--- config.mk ---
export PLATFORM = sky130hd
export DESIGN_NAME = sps_rx_framer
export DESIGN_NICKNAME = d
export VERILOG_FILES = /design/src/rtl/sps_rx_framer.sv
export SDC_FILE = /design/constraint.sdc
export NUM_CORES = 1
export LEC_CHECK = 0
export ABC_CLOCK_PERIOD_IN_PS = 2000
export CAP_MARGIN = 10
export CORE_ASPECT_RATIO = 1.75
export CORE_MARGIN = 2
export CORE_UTILIZATION = 55
export CTS_BUF_LIST = sky130_fd_sc_hd__clkbuf_16
export DETAILED_ROUTE_END_ITERATION = 8
export GPL_ROUTABILITY_DRIVEN = 0
export GPL_TIMING_DRIVEN = 0
export MAX_ROUTING_LAYER = met4
export PLACE_DENSITY_LB_ADDON = 0.3
export SLEW_MARGIN = 20
export SYNTH_ARGS = -nofsm -noshare
export SYNTH_HDL_FRONTEND = slang
export SYNTH_SLANG_ARGS = --single-unit
--- constraint.sdc ---
create_clock -name clk -period 2 [get_ports clk]
set_input_delay 0.2 -clock clk [delete_from_list [all_inputs] [get_ports clk]]
set_output_delay 0.2 -clock clk [all_outputs]
set_load 0.02 [all_outputs]
--- src/rtl/sps_rx_framer.sv ---
// Receive-side frame controller for the SPS serial link: qualifies a start bit at 16x, runs
// the external bit counter, assembles an LSB-first byte and hands it off on a valid/ack pair.
module sps_rx_framer #(
  parameter int unsigned FRAME_WIDTH = 10,
  parameter int unsigned DATA_WIDTH  = 8,
  parameter int unsigned START_QUAL  = 8
) (
  input  logic                  clk,
  input  logic                  rst,
  input  logic                  serial_in,
  input  logic                  bit_clk,
  input  logic                  endFrame,
  output logic                  enable,
  output logic [DATA_WIDTH-1:0] data_out,
  output logic                  data_valid,
  input  logic                  data_ack,
  output logic                  frame_err,
  output logic                  overrun
);

  localparam int unsigned IdxW  = $clog2(FRAME_WIDTH);
  localparam int unsigned QualW = $clog2(START_QUAL + 1);

  localparam logic [IdxW-1:0]  LastIdx  = IdxW'(FRAME_WIDTH - 1);
  localparam logic [QualW-1:0] QualLast = QualW'(START_QUAL - 1);

  typedef enum logic [2:0] {
    StIdle,
    StStartQ,
    StRecv,
    StDone,
    StWaitHi
  } state_e;

  state_e                state_q, state_d;
  logic                  rx_meta_q, rx_s_q;
  logic                  bclk_q;
  logic                  bit_tick;
  logic [QualW-1:0]      qual_q, qual_d;
  logic [IdxW-1:0]       idx_q, idx_d;
  logic [DATA_WIDTH-1:0] shift_q, shift_d;
  logic [DATA_WIDTH-1:0] data_out_q, data_out_d;
  logic                  valid_q, valid_d;
  logic                  ovr_q, ovr_d;
  logic                  ferr_q, ferr_d;

  // Synchroniser idles high so reset never looks like a start bit.
  always_ff @(posedge clk or negedge rst) begin
    if (!rst) begin
      rx_meta_q <= 1'b1;
      rx_s_q    <= 1'b1;
      bclk_q    <= 1'b0;
    end else begin
      rx_meta_q <= serial_in;
      rx_s_q    <= rx_meta_q;
      bclk_q    <= bit_clk;
    end
  end

  assign bit_tick = bit_clk & ~bclk_q;

  always_ff @(posedge clk or negedge rst) begin
    if (!rst) begin
      state_q    <= StIdle;
      qual_q     <= '0;
      idx_q      <= '0;
      shift_q    <= '0;
      data_out_q <= '0;
      valid_q    <= 1'b0;
      ovr_q      <= 1'b0;
      ferr_q     <= 1'b0;
    end else begin
      state_q    <= state_d;
      qual_q     <= qual_d;
      idx_q      <= idx_d;
      shift_q    <= shift_d;
      data_out_q <= data_out_d;
      valid_q    <= valid_d;
      ovr_q      <= ovr_d;
      ferr_q     <= ferr_d;
    end
  end

  always_comb begin
    state_d    = state_q;
    qual_d     = qual_q;
    idx_d      = idx_q;
    shift_d    = shift_q;
    data_out_d = data_out_q;
    valid_d    = valid_q;
    ovr_d      = ovr_q;
    ferr_d     = 1'b0;

    // Consumer side; a DONE cycle below overrides these.
    if (data_ack) begin
      valid_d = 1'b0;
      ovr_d   = 1'b0;
    end

    unique case (state_q)
      StIdle: begin
        qual_d = '0;
        idx_d  = '0;
        if (!rx_s_q) begin
          state_d = StStartQ;
          qual_d  = QualW'(1);
        end
      end

      StStartQ: begin
        if (rx_s_q) begin
          state_d = StIdle;
          qual_d  = '0;
        end else if (qual_q == QualLast) begin
          state_d = StRecv;
          qual_d  = '0;
          idx_d   = '0;
        end else begin
          qual_d = qual_q + QualW'(1);
        end
      end

      StRecv: begin
        if (bit_tick) begin
          idx_d = idx_q + IdxW'(1);
          if (idx_q == '0) begin
            if (rx_s_q) begin
              ferr_d  = 1'b1;
              state_d = StWaitHi;
              idx_d   = '0;
            end
          end else if (idx_q == LastIdx) begin
            idx_d = '0;
            if (rx_s_q) begin
              state_d = StDone;
            end else begin
              ferr_d  = 1'b1;
              state_d = StWaitHi;
            end
          end else begin
            shift_d = {rx_s_q, shift_q[DATA_WIDTH-1:1]};
          end
        end else if (endFrame && (idx_q < LastIdx)) begin
          // Counter finished before we saw every bit: the frame cannot be trusted.
          ferr_d  = 1'b1;
          state_d = StWaitHi;
          idx_d   = '0;
        end
      end

      StDone: begin
        state_d    = StIdle;
        data_out_d = shift_q;
        valid_d    = 1'b1;
        ovr_d      = data_ack ? 1'b0 : (valid_q | ovr_q);
      end

      StWaitHi: begin
        shift_d = '0;
        idx_d   = '0;
        if (rx_s_q) begin
          state_d = StIdle;
        end
      end

      default: begin
        state_d = StIdle;
      end
    endcase
  end

  assign enable     = (state_q == StRecv);
  assign data_out   = data_out_q;
  assign data_valid = valid_q;
  assign overrun    = ovr_q;
  assign frame_err  = ferr_q;

endmodule

Word-level counts from Yosys, hierarchy flattened
Index checks and enable logic that the tools add are counted.
{"block": "totals", "regBits": 33, "latch_bits": 0, "mem_bits_rw": 0, "romBits": 0, "in_bits": 6, "out_inout_bits": 12, "word_cells": 83, "mem_count": 0}
{"block": "classes", "addsub": 2, "mul": 0, "n_div": 0, "magnitude_cmp": 1, "n_eq_ne": 17, "shift": 0, "muxes": 38, "bitwise": 3, "reduce_logical": 11}
{"cell": "4-bit two-way mux", "n": 9}
{"cell": "3-bit two-way mux", "n": 10}
{"cell": "8-bit two-way mux", "n": 3}
{"cell": "8-bit one-hot mux with 2 select lines", "n": 1}
{"cell": "1-bit two-way mux", "n": 12}
{"cell": "2-bit inequality test (second input constant)", "n": 6}
{"cell": "3-bit one-hot mux with 4 select lines", "n": 1}
{"cell": "4-bit one-hot mux with 3 select lines", "n": 1}
{"cell": "4-bit by 1-bit adder with 4-bit output (second input constant)", "n": 2}
{"cell": "4-bit one-hot mux with 2 select lines", "n": 1}
{"cell": "4-bit AND reduction", "n": 2}
{"cell": "3-bit by 2-bit equality test with 1-bit output (second input constant)", "n": 2}
{"cell": "6-bit AND reduction", "n": 1}
{"cell": "2-bit nonzero test", "n": 3}
{"cell": "4-bit by 3-bit equality test with 1-bit output (second input constant)", "n": 1}
{"cell": "4-bit equality test (second input constant)", "n": 1}
{"cell": "4-bit logical NOT", "n": 1}
{"cell": "4-bit less-than comparator (second input constant)", "n": 1}
{"cell": "4-bit by 2-bit inequality test with 1-bit output (second input constant)", "n": 1}
{"cell": "4-bit inequality test (second input constant)", "n": 1}
{"cell": "3-bit by 1-bit equality test with 1-bit output (second input constant)", "n": 1}
{"cell": "3-bit equality test (second input constant)", "n": 1}
{"cell": "3-bit logical NOT", "n": 1}
{"cell": "3-bit by 1-bit inequality test with 1-bit output (second input constant)", "n": 1}
{"cell": "8 further kinds", "n": 8}

Depth between registers and ports, before layout
Gate-level depths: netlist of the first run.
{"block": "logic_depth", "ltp_word": 5, "ltp_mapped": 6, "depth_no_buf": 6}

Worst setup path after synthesis of the first run
OpenSTA, ideal clock, no wires.
{"block": "synth_timing", "path_kind": "reg-to-reg", "startpoint": "register qual_q[0]", "endpoint": "register state_q[1]", "setup_ps": 129, "arrival_ps": 1585, "t_required_ps": 1871, "slack_ps": 285, "stages_incl_launch_ff": 6, "path_buffers": 0, "synth_period_minus_slack_ps": 1715, "cell_sequence": "dfrtp_1 -> ha_1 -> and3b_1 -> or4b_1 -> a21oi_1 -> o21bai_1"}
{"block": "synth_via", "elab_chain_cells": 3}
{"item": "from (decl)", "line": "39", "source": "logic [QualW-1:0] qual_q, qual_d;"}
{"item": "from (signal assigned)", "line": "74", "source": "qual_q <= qual_d;"}
{"item": "4-bit by 3-bit equality test with 1-bit output", "line": "114", "source": "end else if (qual_q == QualLast) begin"}
{"item": "3-bit inequality test (no source line)"}
{"item": "6-bit AND reduction (no source line)"}
{"item": "to (signal assigned)", "line": "64", "source": "state_q <= StIdle;"}
{"item": "to (signal assigned)", "line": "73", "source": "state_q <= state_d;"}
{"item": "to (decl)", "line": "35", "source": "state_e state_q, state_d;"}
No other way between the ends.
A chain may end at the register's enable or synchronous reset.

Worst setup path in the final report of the first run
{"block": "layout_timing", "startpoint": "register state_q[2]", "endpoint": "output port enable"}
{"block": "layout_via", "elab_chain_cells": 1}
{"item": "3-bit by 2-bit equality test with 1-bit output", "line": "172", "source": "assign enable = (state_q == StRecv);"}
{"item": "to (decl)", "line": "13", "source": "output logic enable,"}
No other way between the ends.

==> results of run 1 <==
[cell families after synthesis]
family,share of synthesized area [%]
flops,52.2
compound gates,12.7
xor+xnor,0.552
mux,5.68
buf+inv,3.71
simple gates,22.0
fa+ha+maj,3.15
[layout by cell type, fill, tap and decap left out, types with 3 or more instances in the layout]
cell / n
a21oi_1: 5
clkbuf_16: 5
nand2_1: 29
a22o_1: 3
nor2_1: 16
dfrtp_1: 31
mux2i_1: 9
o21ai_0: 7
clkdlybuf4s50_1: 15
nor2b_1: 3
ha_1: 4
inv_1: 5
nand3_1: 4
buf_2: 5
[sequential cells by signal, summed over array words and instances, names as in the netlist]
register	cells
frame_err	1
data_out	8
rx_s_q	1
state_q	3
overrun	1
bclk_q	1
qual_q	4
shift_q	8
idx_q	4
data_valid	1
rx_meta_q	1
[per-stage QoR]
step | instance area [sq um] | util [%]
floorplan | 1590 | -
global placement | 1790 | 65.8
detailed placement | 1790 | 65.6
CTS | 1960 | 71.9
global route | 1960 | 71.9
finish | 1960 | 71.9
[path summary, 6_finish.rpt]
path / start / to / slack, ns / depth (start not counted)
max in group asynchronous: rst / data_valid$_DFFE_PN0P_ / 1.04 / 2
min in group asynchronous: rst / shift_q[6]$_DFFE_PN0P_ / 0.51 / 2
min: serial_in / rx_meta_q$_DFF_PN1_ / 0.33 / 1
min reg2reg: rx_meta_q$_DFF_PN1_ / rx_s_q$_DFF_PN1_ / 0.36 / 0
max reg2reg: qual_q[0]$_DFFE_PN0P_ / state_q[1]$_DFFE_PN0P_ / 0.13 / 5
max: state_q[2]$_DFFE_PN0P_ / enable / 0.11 / 4
[power by group through the flow]
stage,Clock (mW),Combinational (mW),Sequential [mW]
floorplan,0,0.416,0.812
global placement,0,0.573,0.795
detailed placement,0,0.594,0.802
CTS,0.847,0.594,0.791
global route,0.872,0.667,0.799
finish,0.834,0.589,0.791
[metal layers]
layer  wire (um)  up-vias  track usage, %
li1            -      580               -
met1        1140      575            23.1
met2        1510       30            34.9
met3         113       11            4.56
met4         109        0            14.8
met5           0        -               -
[worst register-to-register path, cell delays in order, from the launching register on]
cell and delay (ns):
dfrtp_1 0.41, ha_1 0.24, and3b_1 0.22, or4b_1 0.48, a21oi_1 0.29, o21bai_1 0.12
[area by class of cell]
cell class,instances,area (sq um)
sequential,33,828
fill,219,764
multi-input combinational,109,699
timing repair buffer,18,174
clock buffer,5,125
clock inverter,3,37.5
buffer,6,35.0
tap,27,33.8
inverter,6,23.8
[what timing repair did]
action	in CTS	in global routing
hold endpoints to repair	16	0
hold buffers	1	0
endpoints found under the setup margin	1	0
resized for setup	1	0
==> flow_summary_export.csv, run 1 <==
group,metric,value,unit
outcome,outcome,"finished, final reports clean",
sta,rsz0062_at_grt,"false",
grt,grtUsageTotal,21.6,%
sta,fin_setup_tns,0,ns
final_layout,layout.cells.non_filler,207,
synthesis,synth_ff_type,"dfrtp_1",
detailed_routing,drc,0,
power,seq_power_share,35.7,%
detailed_routing,drt_pass1_iterations,4,
synthesis,synth_fp_nets,164,
placement,dp_slack,0.131,ns
cts,clkSinkCount,33,
synthesis,ys_seq_area_share,52.2,%
synthesis,async_flop_share,100,%
sta,worstMarginPinSlew,0.909,ns
synthesis,yosys.area.top_type,"dfrtp_1",
sta,fin_ws,0.108,ns
power,swShare,29.6,%
synthesis,ys_ff_latch,33,
sta,min_period,1.89,ns
synthesis,synth_area,1590,sq um
worst_setup_path,crit_family,"buffers and inverters",
worst_setup_path,startpoint_type,"flip-flop",
cts,cts_max_path_buffers,2,
sta,skew,0.00703,ns
placement,dp_hpwl,2.14,mm
final_layout,antenna_cells,0,
power,peakVddDrop,712,uV
sta,slew_headroom,39.3,%
placement,numPortBuffers,17,
grt,grt_overflow_total,0,
synthesis,synth.avg_cell_area,10.3,sq um
detailed_routing,routed_wl,2.86,mm
sta,fmax,529,MHz
final_layout,fin_nets,189,
worst_setup_path,cp.buffers_inverters,3,
detailed_routing,ant_nets,0,
worst_setup_path,crit_fanout,10,
synthesis,ys_types,41,
final_layout,drive_gt1_share,12.2,%
worst_setup_path,worstPathRequired,1.80,ns
grt,antenna_found_initial,0,
worst_setup_path,cp-end-kind,"output pin",
cts,tritoncts,"built",
floorplan,die_x,44.6,um
synthesis,yosys.area.top_type_share,48.9,%
worst_setup_path,path_cells,"buf_6 -> or3b_4 -> clkinv_2 -> dlygate4sd2_1",
run,cap_violations,0,
sta,hold_ws,0.331,ns
placement,place_inst,198,
cts,numCtsBuffers,5,
power,p_switching,0.656,mW
sta,period_share,94.6,%
floorplan,die_y,75.1,um
sta,setup_viol,0,
power,power.total,2.21,mW
grt,grt_pass1_vias,1155,
power,p_leak,1.00,nW
worst_setup_path,cpPeakStageDelay,0.44,ns
sta,slew_violations,0,
synthesis,ys_top_cells_by_area,"dfrtp_1, nand2_1, mux2i_1",
synthesis,synth_most_common_cell,"dfrtp_1",
floorplan,rows,25,
floorplan,ios,18,
detailed_routing,drtIter0Drc,55,
cts,path_clk_slew,0.05,ns
worst_setup_path,arrival,1.69,ns
floorplan,start_util,58.3,%
power,p_comb_share,26.6,%
worst_hold_path,hp-class,"input pin to flip-flop",
cts,cts_root_buf,"clkbuf_16",
power,intPower,1.56,mW
floorplan,die-area,3350,sq um
synthesis,synth_edf_count,0,
grt,grt_first_pass_wirelength,5.04,mm
detailed_routing,wire_per_inst,13.8,um
grt,grt_start_max_net_pins,34,
synthesis,ys_warn_count,0,
sta,hold_violations,0,
synthesis,syn_inst,154,
floorplan,core_area,2720,sq um
synthesis,synth_commonest_cells,"dfrtp_1, nand2_1, nor2_1",
cts,htree_levels,2,
final_layout,area_delta_synth_final,23.3,%
power,power_density,1130,nW/um^2
detailed_routing,vias_per_cell,5.78,
cts,clk_latency,0.28,ns
worst_setup_path,critical_path.slowest_cell,"or3b_4",
power,p_clk_share,37.7,%
worst_setup_path,path_class,"flip-flop to output pin",
detailed_routing,vias,1196,
cts,postCtsSetupBuffers,0,
No activity file was read; power rests on OpenSTA's default activity.
==> run 2, diff against run 1 <==
--- a/config.mk
+++ b/config.mk
@@ -16,7 +16,6 @@
 export GPL_TIMING_DRIVEN = 0
 export MAX_ROUTING_LAYER = met4
 export PLACE_DENSITY_LB_ADDON = 0.3
-export SLEW_MARGIN = 20
 export SYNTH_ARGS = -nofsm -noshare
 export SYNTH_HDL_FRONTEND = slang
 export SYNTH_SLANG_ARGS = --single-unit
==> flow_summary_export.csv, run 2 (synthesized netlist as in run 1, its figures left out) <==
group,metric,value,unit
worst_setup_path,crit_fanout,10,
power,peakVddDrop,744,uV
final_layout,final_common_cell,"dfrtp_1",
detailed_routing,drtIter0Drc,44,
grt,grt_overflow_total,0,
cts,hold_buffers,0,
final_layout,area_delta_synth_final,23.1,%
sta,period_share,94.7,%
cts,cts_max_path_buffers,2,
final_layout,fin_nets,189,
sta,min_period,1.89,ns
grt,grtUsageTotal,21.7,%
worst_setup_path,path_class,"flip-flop to output pin",
cts,tritoncts,"built",
cts,clkSinkCount,33,
power,p_leak,0.996,nW
worst_setup_path,cp-startpoint,"state_q[2]$_DFFE_PN0P_",
placement,numPortBuffers,17,
worst_hold_path,hp-class,"input pin to asynchronous set/reset pin",
final_layout,fillers,200,
grt,grt_first_pass_wirelength,5.01,mm
grt,grt_util_met1,22.3,%
detailed_routing,drt_pass1_iterations,4,
floorplan,die_x,44.6,um
sta,setup_viol,0,
power,power_density,1070,nW/um^2
cts,cts_root_buf,"clkbuf_16",
sta,fin_ws,0.106,ns
sta,fmax,528,MHz
cts,path_clk_slew,0.05,ns
run,cap_violations,0,
grt,antenna_found_initial,0,
cts,htree_levels,2,
worst_setup_path,rr_startpoint,"qual_q[0]$_DFFE_PN0P_",
cts,postCtsSetupBuffers,0,
outcome,outcome,"finished, final reports clean",
cts,numCtsBuffers,5,
worst_setup_path,startpoint_type,"flip-flop",
floorplan,die-area,3350,sq um
detailed_routing,wire_per_inst,14.2,um
detailed_routing,drc,0,
worst_setup_path,worstPathRequired,1.80,ns
floorplan,rows,25,
floorplan,start_util,58.3,%
sta,fin_setup_tns,0,ns
floorplan,die_y,75.1,um
grt,grt_pass1_vias,1160,
sta,hold_violations,0,
floorplan,ios,18,
worst_setup_path,cp-end-kind,"output pin",
sta,slew_violations,0,
sta,worstMarginPinSlew,0.889,ns
worst_setup_path,r2r_cells,5,
grt,grt_use_met2,35.3,%
sta,skew,0.00345,ns
worst_setup_path,r2r_slack,0.17,ns
detailed_routing,ant_nets,0,
placement,dp_hpwl,2.17,mm
worst_setup_path,endpoint,"enable",
grt,grt_start_max_net_pins,23,
grt,globalRouteMet3Util,6.00,%
detailed_routing,vias,1165,
detailed_routing,routed_wl,2.92,mm
grt,grt.busiest_layer,"met2",
final_layout,mostFrequentLayoutCells,"dfrtp_1, nand2_1, nor2_1, clkdlybuf4s50_1, mux2i_1",
worst_setup_path,worst_r2r_endpoint,"state_q[1]$_DFFE_PN0P_",
sta,rsz0062_at_grt,"false",
final_layout,drive_gt1_share,12.3,%
detailed_routing,vias_per_cell,5.66,
cts,clk_latency,0.28,ns
placement,dp_slack,0.127,ns
floorplan,core_area,2720,sq um
worst_setup_path,arrival,1.69,ns
final_layout,antenna_cells,0,
sta,slew_headroom,40.6,%
## run 2: cell count changes in the layout (fill, tap and decap cells not counted), sizes merged
cell,before,now
bufinv,1,0
dlygate4sd3,1,0
clkdlybuf4s50,15,16
## run 2: repair_timing
action / in CTS / in global routing
endpoints found under the hold margin: 0 / 0
endpoints found under the setup margin: 1 / 1
gates resized for setup: 1 / 1
## run 2: worst max-delay path, cell delays in order (launching register included)
cell and delay (ns):
dfrtp_1 0.39, buf_6 0.14, or3b_4 0.43, clkinv_2 0.11, dlygate4sd2_1 0.34
## run 2: layout make-up
class                   count  area, sq um  share of cell area (%)
clock inverters             2         7.51                   0.384
well taps                  27         33.8                    1.73
flip-flops and latches     33          828                    42.4
plain buffers               6         35.0                    1.79
repair buffers             18          196                    10.1
multi-input cells         109          703                    36.0
clock buffers               5          125                    6.41
inverters                   6         23.8                    1.22
## run 2: metrics by stage
stage / util (%) / hold WS [ns] / power, mW / cell area, sq um / cells
4_1_cts: 71.6 / 0.322 / 2.11 / 1950 / 206
5_1_grt: 71.8 / 0.327 / 2.22 / 1950 / 206
3_3_place_gp: 65.8 / 0.349 / 1.37 / 1790 / 198
6_report: 71.8 / 0.304 / 2.10 / 1950 / 206
2_1_floorplan: - / -0.0956 / 1.23 / 1590 / 154
3_5_place_dp: 66.8 / 0.351 / 1.41 / 1820 / 199
## run 2: layer usage
| layer | up-vias | wire length, um |
|---|---|---|
| met4 | 0 | 85 |
| met2 | 20 | 1520 |
| met1 | 561 | 1200 |
| li1 | 577 | - |
| met5 | - | 0 |
| met3 | 7 | 115 |
## run 2: worst min-delay path by stage
| stage | slack, ns | to |
|---|---|---|
| finish | 0.30 | qual_q[2]$_DFFE_PN0P_ |
| global route | 0.33 | rx_meta_q$_DFF_PN1_ |
| CTS | 0.32 | qual_q[2]$_DFFE_PN0P_ |
| detailed placement | 0.35 | rx_s_q$_DFF_PN1_ |
| global placement | 0.35 | rx_s_q$_DFF_PN1_ |
| floorplan | -0.1 | bclk_q$_DFF_PN0_ |
## run 2: power breakdown
| part | total (mW) | switching (mW) | leakage [nW] | internal (mW) |
|---|---|---|---|---|
| combinational | 0.609 | 0.361 | 0.481 | 0.248 |
| clock | 0.693 | 0.250 | 0.0685 | 0.443 |
| sequential | 0.794 | 0.0500 | 0.446 | 0.744 |
| total | 2.10 | 0.661 | 0.996 | 1.44 |
